**src/rtl/memwb_skid.sv**
```systemverilog
// rtl/memwb_skid.sv - MEM/WB write-back register with valid/ready handshake and 2-entry skid buffer
module memwb_skid #(
    parameter int DATA_W        = 32,
    parameter int ADDR_W        = 5,
    parameter bit ZERO_SUPPRESS = 1'b1
) (
    input  logic              clk,
    input  logic              rst_n,
    input  logic              flush,
    input  logic              in_valid,
    output logic              in_ready,
    input  logic [DATA_W-1:0] in_wr_data,
    input  logic [ADDR_W-1:0] in_wr_address,
    input  logic              in_wr_enable,
    output logic              out_valid,
    input  logic              out_ready,
    output logic [DATA_W-1:0] out_wr_data,
    output logic [ADDR_W-1:0] out_wr_address,
    output logic              out_wr_enable,
    output logic [1:0]        occupancy
);

    typedef enum logic [1:0] {
        S_EMPTY = 2'd0,
        S_ONE   = 2'd1,
        S_TWO   = 2'd2
    } state_t;

    state_t              state_q, state_d;
    logic [DATA_W-1:0]   main_data_q, main_data_d;
    logic [ADDR_W-1:0]   main_addr_q, main_addr_d;
    logic                main_en_q, main_en_d;
    logic [DATA_W-1:0]   skid_data_q, skid_data_d;
    logic [ADDR_W-1:0]   skid_addr_q, skid_addr_d;
    logic                skid_en_q, skid_en_d;
    logic                in_ready_q, in_ready_d;

    logic accept;
    logic drain;
    logic cap_en;

    assign accept = in_valid & in_ready_q & ~flush;
    assign drain  = (state_q != S_EMPTY) & out_ready;
    // Writes to $zero are architecturally discarded, so drop the enable at capture time.
    assign cap_en = in_wr_enable & ~(ZERO_SUPPRESS & (in_wr_address == '0));

    always_ff @(posedge clk) begin
        if (!rst_n) begin
            state_q     <= S_EMPTY;
            in_ready_q  <= 1'b0;
            main_data_q <= '0;
            main_addr_q <= '0;
            main_en_q   <= 1'b0;
            skid_data_q <= '0;
            skid_addr_q <= '0;
            skid_en_q   <= 1'b0;
        end else begin
            state_q     <= state_d;
            in_ready_q  <= in_ready_d;
            main_data_q <= main_data_d;
            main_addr_q <= main_addr_d;
            main_en_q   <= main_en_d;
            skid_data_q <= skid_data_d;
            skid_addr_q <= skid_addr_d;
            skid_en_q   <= skid_en_d;
        end
    end

    always_comb begin
        state_d     = state_q;
        main_data_d = main_data_q;
        main_addr_d = main_addr_q;
        main_en_d   = main_en_q;
        skid_data_d = skid_data_q;
        skid_addr_d = skid_addr_q;
        skid_en_d   = skid_en_q;

        case (state_q)
            S_EMPTY: begin
                if (accept) begin
                    main_data_d = in_wr_data;
                    main_addr_d = in_wr_address;
                    main_en_d   = cap_en;
                    state_d     = S_ONE;
                end
            end
            S_ONE: begin
                if (accept && drain) begin
                    main_data_d = in_wr_data;
                    main_addr_d = in_wr_address;
                    main_en_d   = cap_en;
                end else if (accept) begin
                    skid_data_d = in_wr_data;
                    skid_addr_d = in_wr_address;
                    skid_en_d   = cap_en;
                    state_d     = S_TWO;
                end else if (drain) begin
                    state_d = S_EMPTY;
                end
            end
            S_TWO: begin
                if (drain) begin
                    main_data_d = skid_data_q;
                    main_addr_d = skid_addr_q;
                    main_en_d   = skid_en_q;
                    state_d     = S_ONE;
                end
            end
            default: state_d = S_EMPTY;
        endcase

        // Flush keeps payloads but kills every enable so no stale write can escape.
        if (flush) begin
            state_d     = S_EMPTY;
            main_data_d = main_data_q;
            main_addr_d = main_addr_q;
            main_en_d   = 1'b0;
            skid_data_d = skid_data_q;
            skid_addr_d = skid_addr_q;
            skid_en_d   = 1'b0;
        end

        in_ready_d = (state_d != S_TWO);
    end

    always_comb begin
        out_valid      = (state_q != S_EMPTY);
        out_wr_data    = main_data_q;
        out_wr_address = main_addr_q;
        out_wr_enable  = main_en_q & (state_q != S_EMPTY);
        in_ready       = in_ready_q;
        case (state_q)
            S_ONE:   occupancy = 2'd1;
            S_TWO:   occupancy = 2'd2;
            default: occupancy = 2'd0;
        endcase
    end

endmodule

```
**config.mk**
```make
export PLATFORM = sky130hd
export DESIGN_NAME = memwb_skid
export DESIGN_NICKNAME = d
export VERILOG_FILES = /design/src/rtl/memwb_skid.sv
export SDC_FILE = /design/constraint.sdc
export NUM_CORES = 1
export LEC_CHECK = 0
export CAP_MARGIN = 20
export CORE_ASPECT_RATIO = 1.1
export CORE_MARGIN = 5
export CORE_UTILIZATION = 55
export CTS_BUF_LIST = sky130_fd_sc_hd__clkbuf_4 sky130_fd_sc_hd__clkbuf_8
export DETAILED_ROUTE_END_ITERATION = 8
export GPL_TIMING_DRIVEN = 0
export HOLD_SLACK_MARGIN = 0.1
export PLACE_DENSITY = 0.84
export SLEW_MARGIN = 20
export SYNTH_ARGS = -nofsm -noshare
export SYNTH_HDL_FRONTEND = slang
export SYNTH_SLANG_ARGS = --single-unit
```
**constraint.sdc**
```tcl
create_clock -name clk -period 2.3 [get_ports clk]
set_input_delay 0.46 -clock clk [delete_from_list [all_inputs] [get_ports clk]]
set_output_delay 0.46 -clock clk [all_outputs]
set_load 0.05 [all_outputs]
```
==> results.md, run 1 <==
- Outcome: finished, final reports clean
- Num rows: 30
- Port Buffers: 84
- Vias: 2,930
- Syn nets: 408
- I/O pins: 85
- Skew final: roughly 6.5 ps
- Cts hold-fix bufs: 0
- Rel. slew slack: 0.5136
- Required @ worst endpoint: approximately 1800 ps
- Hold WS: ~460 ps
- Vias in the first global route: just under 3,000
- DRT antenna net count: 0
- Tightest Pin Transition: ~730 ps
- CTS root buf: clkbuf_8
- Unique masters post-synth: 32
- CORE AREA: between 6000 and 7000 um^2
- CTS sink count: 79
- Tcrit/Tclk final: 0.9210
- Die ar.: around 8000 um^2
- Ys async rst share: 0
- Internal power: 2287 uW
- Synth Flop Type: dfxtp_1
- Hold Path Class: flip-flop to flip-flop
- Most common cell after layout, fill and taps aside: clkdlybuf4s50_1
- Most frequent cells in the layout: 80 x clkdlybuf4s50_1, 79 x dfxtp_1, 76 x nand2_1, 41 x nor2_1, 39 x mux2i_1
- Gr ovfl total: 0
- Fin crit period: 2118 ps
- Switching Fraction: 0.2526
- First-pass GRT wire length: 13,880 um
- Router iterations before antenna repair: 4
- CP endpoint kind: primary output
- Starting Density: 0.5566
- Die extent in x: 84.80 um
- Mapped Cells: 365
- Longest Clk Path Bufs: 2
- Clock power frac: 0.382
- P per Cell Area: between 600 and 700 nW/um^2
- Syn_area_per_cell: between 9 and 10 um^2
- Sequential area share after synthesis: 0.4673
- Remaining DRCs: 0
- Critical Path AT: 1660 ps
- Post-synth EDFFs: 0
- Via/cell ratio: 5.376
- Reg power frac: 0.466
- Syn-to-layout area delta: 34.71%
- Routed wire length: 8474 um
- Clk Latency, worst-skew pair: 350 ps
- Unrepaired setup endpoints after global routing: false
- H-tree levels: 3
- Num CTS Buffers: 9
- CP startpoint kind: flip-flop
- Yosys reg bits: between 70 and 80
- Nets: ~500
- Clk slew on worst S/H paths: 80 ps
- CTS tree: yes
- YS warnings: 0
- Post-DP HPWL: 5928 um
- Psw: between 700 and 800 uW
- WL/cell: 15.55 um
- Combinational share of power: 0.151
- Final Max Slew Viols: 0
- Fmax achieved: 472.1 MHz
- Max-Cap Viols: 0
- Static leakage: 0.001859 uW
- Peak VDD IR: around 0.42 mV
- Mapped cell area: 3384 um^2
- Initial drt markers: 75
- Post-CTS setup buffer count: 0
- Largest net degree at the start of global routing: 13
- Final-report hold violation count: 0
- Antenna violations before repair: 0
- Crit path kind: flip-flop to primary output
- Final Wtd Congestion: a little under 0.9
- Setup-failing EPs final: 0
- Sum Neg Setup Slack: 0 ps
- Share of cells above drive strength 1: 0.1484
- CP Max Fanout: 10
- Gr usage total: 0.2206
- Die height: 92.28 um
- Ant diodes: 0
-- worst max-delay path, stage by stage, from the launching register on --
cell	delay (ps)
dfxtp_1	310
buf_4	160
nand2b_1	60
buf_4	140
inv_1	100
dlygate4sd2_1	540
-- Yosys cell counts (2+ instances only) --
library cell / count / area [um^2]
buf_6: 3 / 33.78
nor2_1: 41 / 153.9
nor2b_1: 2 / 12.51
nand2_1: 76 / 285.3
and2_1: 4 / 25.02
a211oi_2: 30 / 375.4
buf_4: 9 / 67.56
dfxtp_1: 79 / 1582
a211oi_1: 7 / 52.55
mux2i_1: 39 / 390.4
nand3b_1: 2 / 15.01
nor3_1: 2 / 10.01
a21oi_1: 38 / 190.2
clkbuf_1: 9 / 33.78
buf_2: 7 / 35.03
-- area by class of cell --
type | instances | area (um^2)
clock inverter | 3 | 65.06
inverter | 2 | 7.507
fill | 469 | 1521
tap | 80 | 100.1
multi-input combinational | 255 | 1622
clock buffer | 13 | 166.4
buffer | 29 | 173.9
sequential | 79 | 1582
timing repair buffer | 84 | 843.3
-- final timing paths --
kind / cells after the start / startpoint / end / slack (ps)
worst max-delay path: 5 / state_q[1] / occupancy[1] / 180
worst max register to register: 6 / state_q[1] / skid_data_q[16] / 590
worst min-delay path: 2 / skid_data_q[7] / skid_data_q[7] / 460
worst min register to register: 2 / skid_data_q[7] / skid_data_q[7] / 460
-- kinds of logic after synthesis --
| logic type | after synthesis | synth area share |
|---|---|---|
| simple gates | 133 | 0.1601 |
| compound gates | 82 | 0.2004 |
| flops | 79 | 0.4673 |
| mux | 40 | 0.1187 |
| buf+inv | 31 | 0.05360 |
-- repair_timing --
action | CTS | global route
endpoints found under the setup margin | 2 | 2
endpoints found under the hold margin | 0 | 0
gates resized for setup | 2 | 2
-- flip-flops by register name (all words and copies together) (netlist names) --
name,count
out_wr_data,32
skid_data_q,32
out_wr_address,5
skid_addr_q,5
state_q,2
in_ready,1
main_en_q,1
skid_en_q,1
-- stage by stage --
| step | setup slack [ps] | std cells | util | cell area, um^2 | total power, uW |
|---|---|---|---|---|---|
| 6_report | 181.7 | 545 | 0.7498 | 4559 | 3060 |
| 5_1_grt | 97.86 | 545 | 0.7498 | 4559 | 3170 |
| 4_1_cts | 36.30 | 545 | 0.7490 | 4554 | 3076 |
| 3_5_place_dp | 52.35 | 529 | 0.7113 | 4325 | 1921 |
| 3_3_place_gp | 55.51 | 529 | 0.7113 | 4325 | 1913 |
| 2_1_floorplan | 604.5 | 365 | - | 3385 | 1727 |
-- power by group through the flow --
stage / registers, uW / logic (uW) / clock network (uW)
global route: 1430 / 490 / 1250
CTS: 1430 / 465 / 1180
detailed placement: 1460 / 462 / 0
floorplan: 1580 / 149 / 0
global placement: 1460 / 455 / 0
finish: 1430 / 463 / 1170
-- per-layer routing --
metal  share of wire  wire, um  track usage
met4           0.032       268       0.1108
met2            0.49      4133       0.3695
met3           0.037       312      0.04313
met1            0.44      3759       0.2677
met5               0         0            0
Power figures use the tool's default switching activity.
==> run 2: changes to the inputs <==
Settings changed: ABC_AREA set to 1, PLACE_DENSITY 0.84 to 0.83, SKIP_CTS_REPAIR_TIMING set to 1.
==> run 2 against run 1 <==
  * Flip-flop and latch count unchanged
  * Clock-buffer cell count decreased by 1
  * Clock skew grew 3.3 ps
  * Critical path type unchanged
  * Non-clock buffer count is 2 higher
  * Synthesized cell count grew 54%
  * Final cell count grew 36%
  * Utilization rose by 0.76 points
  * First-iteration DRC count rose to 3.0 times the previous value
  * Largest cell class unchanged
  * Routed wire length rose by 5.6%
  * Worst setup slack improved by 78 ps
  * Combinational power shrank 19%
==> results.md, run 2 <==
- Switching Fraction: 0.2495 (-0.003127)
- Peak VDD IR: 0.4363 mV (+3.1%)
- Max-Cap Viols: 0 (unchanged)
- Reg2Reg Setup Slack: 800 ps (+210 ps)
- Die height: 94.16 um (+2.0%)
- Starting Density: 0.5683 (+0.01169)
- Yosys top cell area share: 0.4466 (-0.02064)
- Reg-to-Reg End: skid_data_q[9]
- Setup-failing EPs final: 0 (unchanged)
- CP startpoint kind: flip-flop
- Vias: 3,618 (+23%)
- Final-report hold violation count: 0 (unchanged)
- Largest cells by area after synthesis: dfxtp_1 45%, nand2_1 21%, nor2_1 17%
- Static leakage: 0.002298 uW (+24%)
- P per Cell Area: 631.5 nW/um^2 (-5.9%)
- Tcrit/Tclk final: 0.8871 (-0.03389)
- YS warnings: 0 (unchanged)
- Sequential area share after synthesis: 0.4466 (-0.02064)
- Antenna violations before repair: 0 (unchanged)
- Final Max Slew Viols: 0 (unchanged)
- Via/cell ratio: 4.876 (-9.3%)
- Initial drt markers: 223 (+200%)
- Combinational share of power: 0.126 (-0.025)
- Required @ worst endpoint: 1840 ps (about the same)
- Clock power frac: 0.402 (+0.020)
- Unique masters post-synth: 19 (-41%)
- Syn nets: 605 (+48%)
- Die ar.: 8145 um^2 (+4.1%)
- Num CTS Buffers: 9 (unchanged)
- H-tree levels: 3 (unchanged)
- Die extent in x: 86.51 um (+2.0%)
- Rel. slew slack: 0.6570 (+0.1434)
- CP Max Fanout: 10 (unchanged)
- Remaining DRCs: 0 (unchanged)
- CTS tree: yes
- Placed Area: 4482 um^2 (+3.6%)
- Mapped cell area: 3541 um^2 (+4.6%)
- Syn_area_per_cell: 6.301 um^2 (-32%)
- CP endpoint kind: primary output
- CORE AREA: 6231 um^2 (+2.5%)
- Fin crit period: 2040 ps (-77.95 ps)
- Synth Flop Type: dfxtp_1
- Reg power frac: 0.472 (+0.006)
- Psw: 743.5 uW (-3.8%)
- Mapped Cells: 562 (+54%)
- Num rows: 30 (unchanged)
- Ys async rst share: 0 (unchanged)
- Critical Path Sink: occupancy[1]
- Most common cell after layout, fill and taps aside: nand2_1
- Post-DP HPWL: 6576 um (+11%)
- Post-synth EDFFs: 0 (unchanged)
- Yosys reg bits: 79 (unchanged)
- Largest net degree at the start of global routing: 14 (+1)
- First-pass GRT wire length: 15,200 um (+9.5%)
- Clk slew on worst S/H paths: 70 ps (about the same)
- Worst R2R Start: state_q[0]
- CTS sink count: 79 (unchanged)
- Fin area: 4720 um^2 (+3.5%)
- I/O pins: 85 (unchanged)
- Dominant cell by count in the synthesized netlist: nand2_1
- Port Buffers: 84 (unchanged)
- Hold Path Class: flip-flop to flip-flop
- Syn-to-layout area delta: 33.29%
- Tightest Pin Transition: 512.9 ps (-216.7 ps)
- Internal power: 2237 uW (-2.2%)
- Outcome: finished, final reports clean
- WL/cell: 12.06 um (-22%)
- Final Wtd Congestion: 0.9188 (+4.9%)
- Utilization after layout: 0.7574 (+0.007636)
- Unrepaired setup endpoints after global routing: false
- Critical Path AT: 1580 ps (-80 ps)
- Synth cell count leaders: 194 x nand2_1, 157 x nor2_1, 79 x dfxtp_1
- Vias in the first global route: 3,466 (+19%)
- CP startpoint: state_q[1]
- Router iterations before antenna repair: 5 (+1)
- Longest Clk Path Bufs: 2 (unchanged)
- DRT antenna net count: 0 (unchanged)
- Skew final: 9.846 ps (+3.308 ps)
- Fmax achieved: 490.1 MHz (+3.8%)
- CTS root buf: clkbuf_8
- Largest area contributor in the netlist: dfxtp_1
- Clk Latency, worst-skew pair: 350 ps (about the same)
- Nets: 700 (+39%)
- Gr ovfl total: 0 (unchanged)
- Ant diodes: 0 (unchanged)
- Crit path kind: flip-flop to primary output
- Gr usage total: 0.2322 (+0.01159)
- Reg2Reg Depth: 7 (+1)
- Most frequent cells in the layout: 194 x nand2_1, 157 x nor2_1, 80 x clkdlybuf4s50_1, 79 x dfxtp_1, 43 x inv_1
- Share of cells above drive strength 1: 0.06949 (-0.07890)
- Routed wire length: 8949 um (+5.6%)
-- run 2: cell count changes in the layout (fill, tap and decap cells not counted), moves of 7 or more --
cell | before | now
a211oi_1 | 7 | 0
a211oi_2 | 30 | 0
a21oi_1 | 38 | 4
inv_1 | 1 | 43
mux2i_1 | 39 | 0
nand2_1 | 76 | 194
nor2_1 | 41 | 157
o21ai_0 | 1 | 38
-- run 2: worst min-delay path by stage --
| stage | end | startpoint | slack, ps | cells past startpoint |
|---|---|---|---|---|
| 5_1_grt | skid_data_q[7] | skid_data_q[7] | 510 | 2 |
| 3_5_place_dp | skid_data_q[13] | skid_data_q[13] | 470 | 2 |
| 4_1_cts | skid_data_q[31] | skid_data_q[31] | 490 | 2 |
| 6_report | skid_addr_q[4] | skid_addr_q[4] | 490 | 2 |
| 3_3_place_gp | skid_data_q[6] | skid_data_q[6] | 460 | 2 |
| 2_1_floorplan | skid_data_q[19] | skid_data_q[19] | 460 | 2 |
-- run 2: cell families (layout without fill, tap and decap cells) --
family,count (synthesis),in the layout,synth area share
AOI/OAI and AO/OA,45,45,0.06396
and+or+nand+nor,360,360,0.3883
DFF,79,79,0.4466
buffers and inverters,78,178,0.1011
-- run 2: worst max-delay path: stages (launching register included) --
cell and delay, ps:
dfxtp_1 370, inv_2 80, nor2_2 200, buf_2 260, clkbuf_2 320
-- run 2: final cells by class --
cell class                 instances  area (um^2)
inverter                          47        176.4
clock buffer                      12        158.9
buffer                            31        181.4
clock inverter                     4        76.32
sequential                        79         1582
tap                               80        100.1
fill                             514         1511
multi-input combinational        405         1602
timing repair buffer              84        843.3
-- run 2: power groups by stage --
stage	clock [uW]	sequential (uW)	combinational, uW
final	1200	1410	376
after global routing	1280	1410	408
after CTS	1210	1410	376
after detailed placement	0	1440	374
after global placement	0	1440	369
after floorplan	0	1520	125
-- run 2: through the flow --
step           total power, uW  std cells  setup TNS, ps  hold WS (ps)  setup slack [ps]
3_5_place_dp              1814        726              0         471.8             74.66
6_report                  2980        742              0         486.0             259.6
3_3_place_gp              1808        726              0         463.8             87.79
4_1_cts                   2994        742         -290.0         489.5            -290.0
2_1_floorplan             1650        562              0         455.4             639.8
5_1_grt                   3103        742              0         506.2             123.1
-- run 2: routing by layer --
metal	share of wire	vias to the layer above	global-route usage
met5	0	-	0
met4	0.018	0	0.1117
met3	0.063	15	0.03684
met2	0.51	115	0.4114
met1	0.41	1621	0.2689
li1	-	1867	-
==> run 3: changes to the inputs <==
Settings changed: ABC_AREA 1 to unset, PLACE_DENSITY 0.83 to 0.84.
==> run 3 against run 2 <==
  * Worst setup slack gained 32 ps
  * Global-route usage shrank 1.2 points
  * Utilization shrank 0.64 points
  * Flip-flop and latch count is the same
  * Design area shrank 3.2%
  * Clock power is essentially flat
  * Clock-buffer cell count grew 1
  * Via count shrank 19%
  * Final cell count shrank 27%
  * First-iteration DRC count shrank 63%
  * Clock skew shrank 2.7 ps
  * Highest routed layer unchanged
==> results.md, run 3 (same netlist as run 1, synthesis figures left out) <==
- Slowest cell on crit path: dlymetal6s2s_1
- Met2 GRT Util: 0.3695 (-0.04190)
- Final Max Slew Viols: 0 (unchanged)
- M1 GR Usage: 0.2677 (-0.001191)
- Vias in the first global route: 2,922 (-16%)
- Sum Neg Setup Slack: 0 ps (unchanged)
- Final-report hold violation count: 0 (unchanged)
- Setup-failing EPs final: 0 (unchanged)
- I/O pins: 85 (unchanged)
- Num CTS Buffers: 9 (unchanged)
- Nets: 503 (-28%)
- Buf/Inv on CP: 4 (+1)
- DRT antenna net count: 0 (unchanged)
- Longest Clk Path Bufs: 2 (unchanged)
- Worst path max stage delay: 430 ps (+60 ps)
- CP startpoint kind: flip-flop
- Port Buffers: 84 (unchanged)
- Die ar.: 7824 um^2 (-3.9%)
- Syn-to-layout area delta: 34.94%
- Outcome: finished, final reports clean
- Reg2Reg Depth: 6 (-1)
- Reg2Reg Setup Slack: 610 ps (-190 ps)
- Initial drt markers: 82 (-63%)
- Final Non-Filler Cells: 545 (-27%)
- Met3 Use GR: 0.04313 (+0.006285)
- P per Cell Area: 669.4 nW/um^2 (+6.0%)
- Tot Pwr: 3057 uW (+2.6%)
- Ant diodes: 0 (unchanged)
- Starting Density: 0.5566 (-0.01169)
- Crit path kind: flip-flop to primary output
- Fin crit period: 2009 ps (-31.74 ps)
- WL/cell: 15.47 um (+28%)
- CP endpoint kind: primary output
- Unrepaired setup endpoints after global routing: false
- Filler cells: 465 (-9.5%)
- Share of cells above drive strength 1: 0.1484 (+0.07890)
- Tcrit/Tclk final: 0.8733 (-0.01380)
- Hold EP: skid_data_q[20]
- Utilization after layout: 0.7510 (-0.006401)
- Skew final: 7.155 ps (-2.692 ps)
- CTS root buf: clkbuf_8
- Worst hold start: skid_data_q[20]
- Gr ovfl total: 0 (unchanged)
- Most common cell after layout, fill and taps aside: clkdlybuf4s50_1
- Routed wire length: 8430 um (-5.8%)
- Worst R2R Start: state_q[1]
- Cell-by-cell trace of the critical path: buf_4 > nand2b_1 > buf_4 > inv_1 > dlymetal6s2s_1
- Reg-to-Reg End: skid_data_q[16]
- Peak VDD IR: 0.4241 mV (-2.8%)
- Clk Latency, worst-skew pair: 350 ps (about the same)
- Rel. slew slack: 0.5097 (-0.1473)
- CTS tree: yes
- Remaining DRCs: 0 (unchanged)
- Vias: 2,938 (-19%)
- Die height: 92.28 um (-2.0%)
- Critical Path AT: 1550 ps (-30 ps)
- Max-Cap Viols: 0 (unchanged)
- Post-DP HPWL: 5928 um (-9.9%)
- Router iterations before antenna repair: 4 (-1)
- Most frequent cells in the layout: 80 x clkdlybuf4s50_1, 79 x dfxtp_1, 76 x nand2_1, 41 x nor2_1, 39 x mux2i_1
- Hold WS: 456.0 ps (-29.96 ps)
- Die extent in x: 84.80 um (-2.0%)
- Largest net degree at the start of global routing: 13 (-1)
- CP Max Fanout: 10 (unchanged)
- CP delay by family, top: buffers and inverters
- CORE AREA: 6081 um^2 (-2.4%)
- Static leakage: 0.001887 uW (-18%)
- Clk slew on worst S/H paths: 70 ps (about the same)
- Busiest grt layer: met2
- Fmax achieved: 497.9 MHz (+1.6%)
- Cell mode on critical path: buf_4
- First-pass GRT wire length: 13,880 um (-8.7%)
- Final Wtd Congestion: 0.8755 (-4.7%)
- Required @ worst endpoint: 1840 ps (about the same)
- WHS Path Cells: 2 (unchanged)
- H-tree levels: 3 (unchanged)
- Num rows: 30 (unchanged)
- Tightest Pin Transition: 735.5 ps (+222.6 ps)
- Gr usage total: 0.2206 (-0.01159)
- Antenna violations before repair: 0 (unchanged)
- Hold Path Class: flip-flop to flip-flop
- DP Cell Count: 529 (-27%)
- Via/cell ratio: 5.391 (+11%)
- CTS sink count: 79 (unchanged)
==> run 3: cell count changes in the layout (fill, tap and decap cells not counted), sizes merged, moves of 2 or more <==
cell and change:
mux2i +39, and2 +4, nand3 -5, a211oi +37
nand2 -117, nor2 -117, inv -47, nand3b +2
o21ai -39, a21oi +34, clkinv +2, clkbuf -2
nor2b +2
==> run 3: per-layer routing <==
metal  vias to the layer above  wire length, um
met5                         -                0
met4                         0              243
met3                        18              358
met2                        86             4136
met1                      1388             3691
li1                       1446                -
==> run 3: through the flow <==
stage | instance area [um^2] | setup slack, ps
5_1_grt | 4567 | 203.3
3_5_place_dp | 4325 | 52.35
2_1_floorplan | 3385 | 604.5
4_1_cts | 4557 | -104.9
3_3_place_gp | 4325 | 55.51
6_report | 4567 | 291.4
==> run 3: area by class of cell <==
type,instances,area (um^2),area share
multi-input cells,255,1622,0.3551
flip-flops and latches,79,1582,0.3463
repair buffers,84,850.8,0.1863
inverters,2,7.507,0.001644
clock inverters,3,65.06,0.01425
well taps,80,100.1,0.02192
plain buffers,29,173.9,0.03808
clock buffers,13,166.4,0.03644
==> run 3: power by group <==
| group | switching, uW | internal (uW) |
|---|---|---|
| Combinational | 275 | 188 |
| Sequential | 21.3 | 1410 |
| Clock | 474 | 694 |
==> run 3: worst reg2reg max path: cells and delay by family, from the launching register on <==
kind / cells / cell delay [ps]
AO/OA/AOI/OAI: 1 / 180
buffers and inverters: 2 / 580
flip-flops: 1 / 310
AND/OR/NAND/NOR: 3 / 550
==> run 3: worst max-delay path by stage <==
| stage | depth (start not counted) | slack [ps] | endpoint | start |
|---|---|---|---|---|
| global route | 5 | 200 | occupancy[1] | state_q[1] |
| global placement | 6 | 60 | out_wr_data[5] | flush |
| finish | 5 | 290 | occupancy[1] | state_q[1] |
| CTS | 4 | -100 | out_wr_enable | state_q[1] |
| floorplan | 5 | 600 | out_wr_address[2] | in_ready |
| detailed placement | 6 | 50 | out_wr_data[7] | flush |
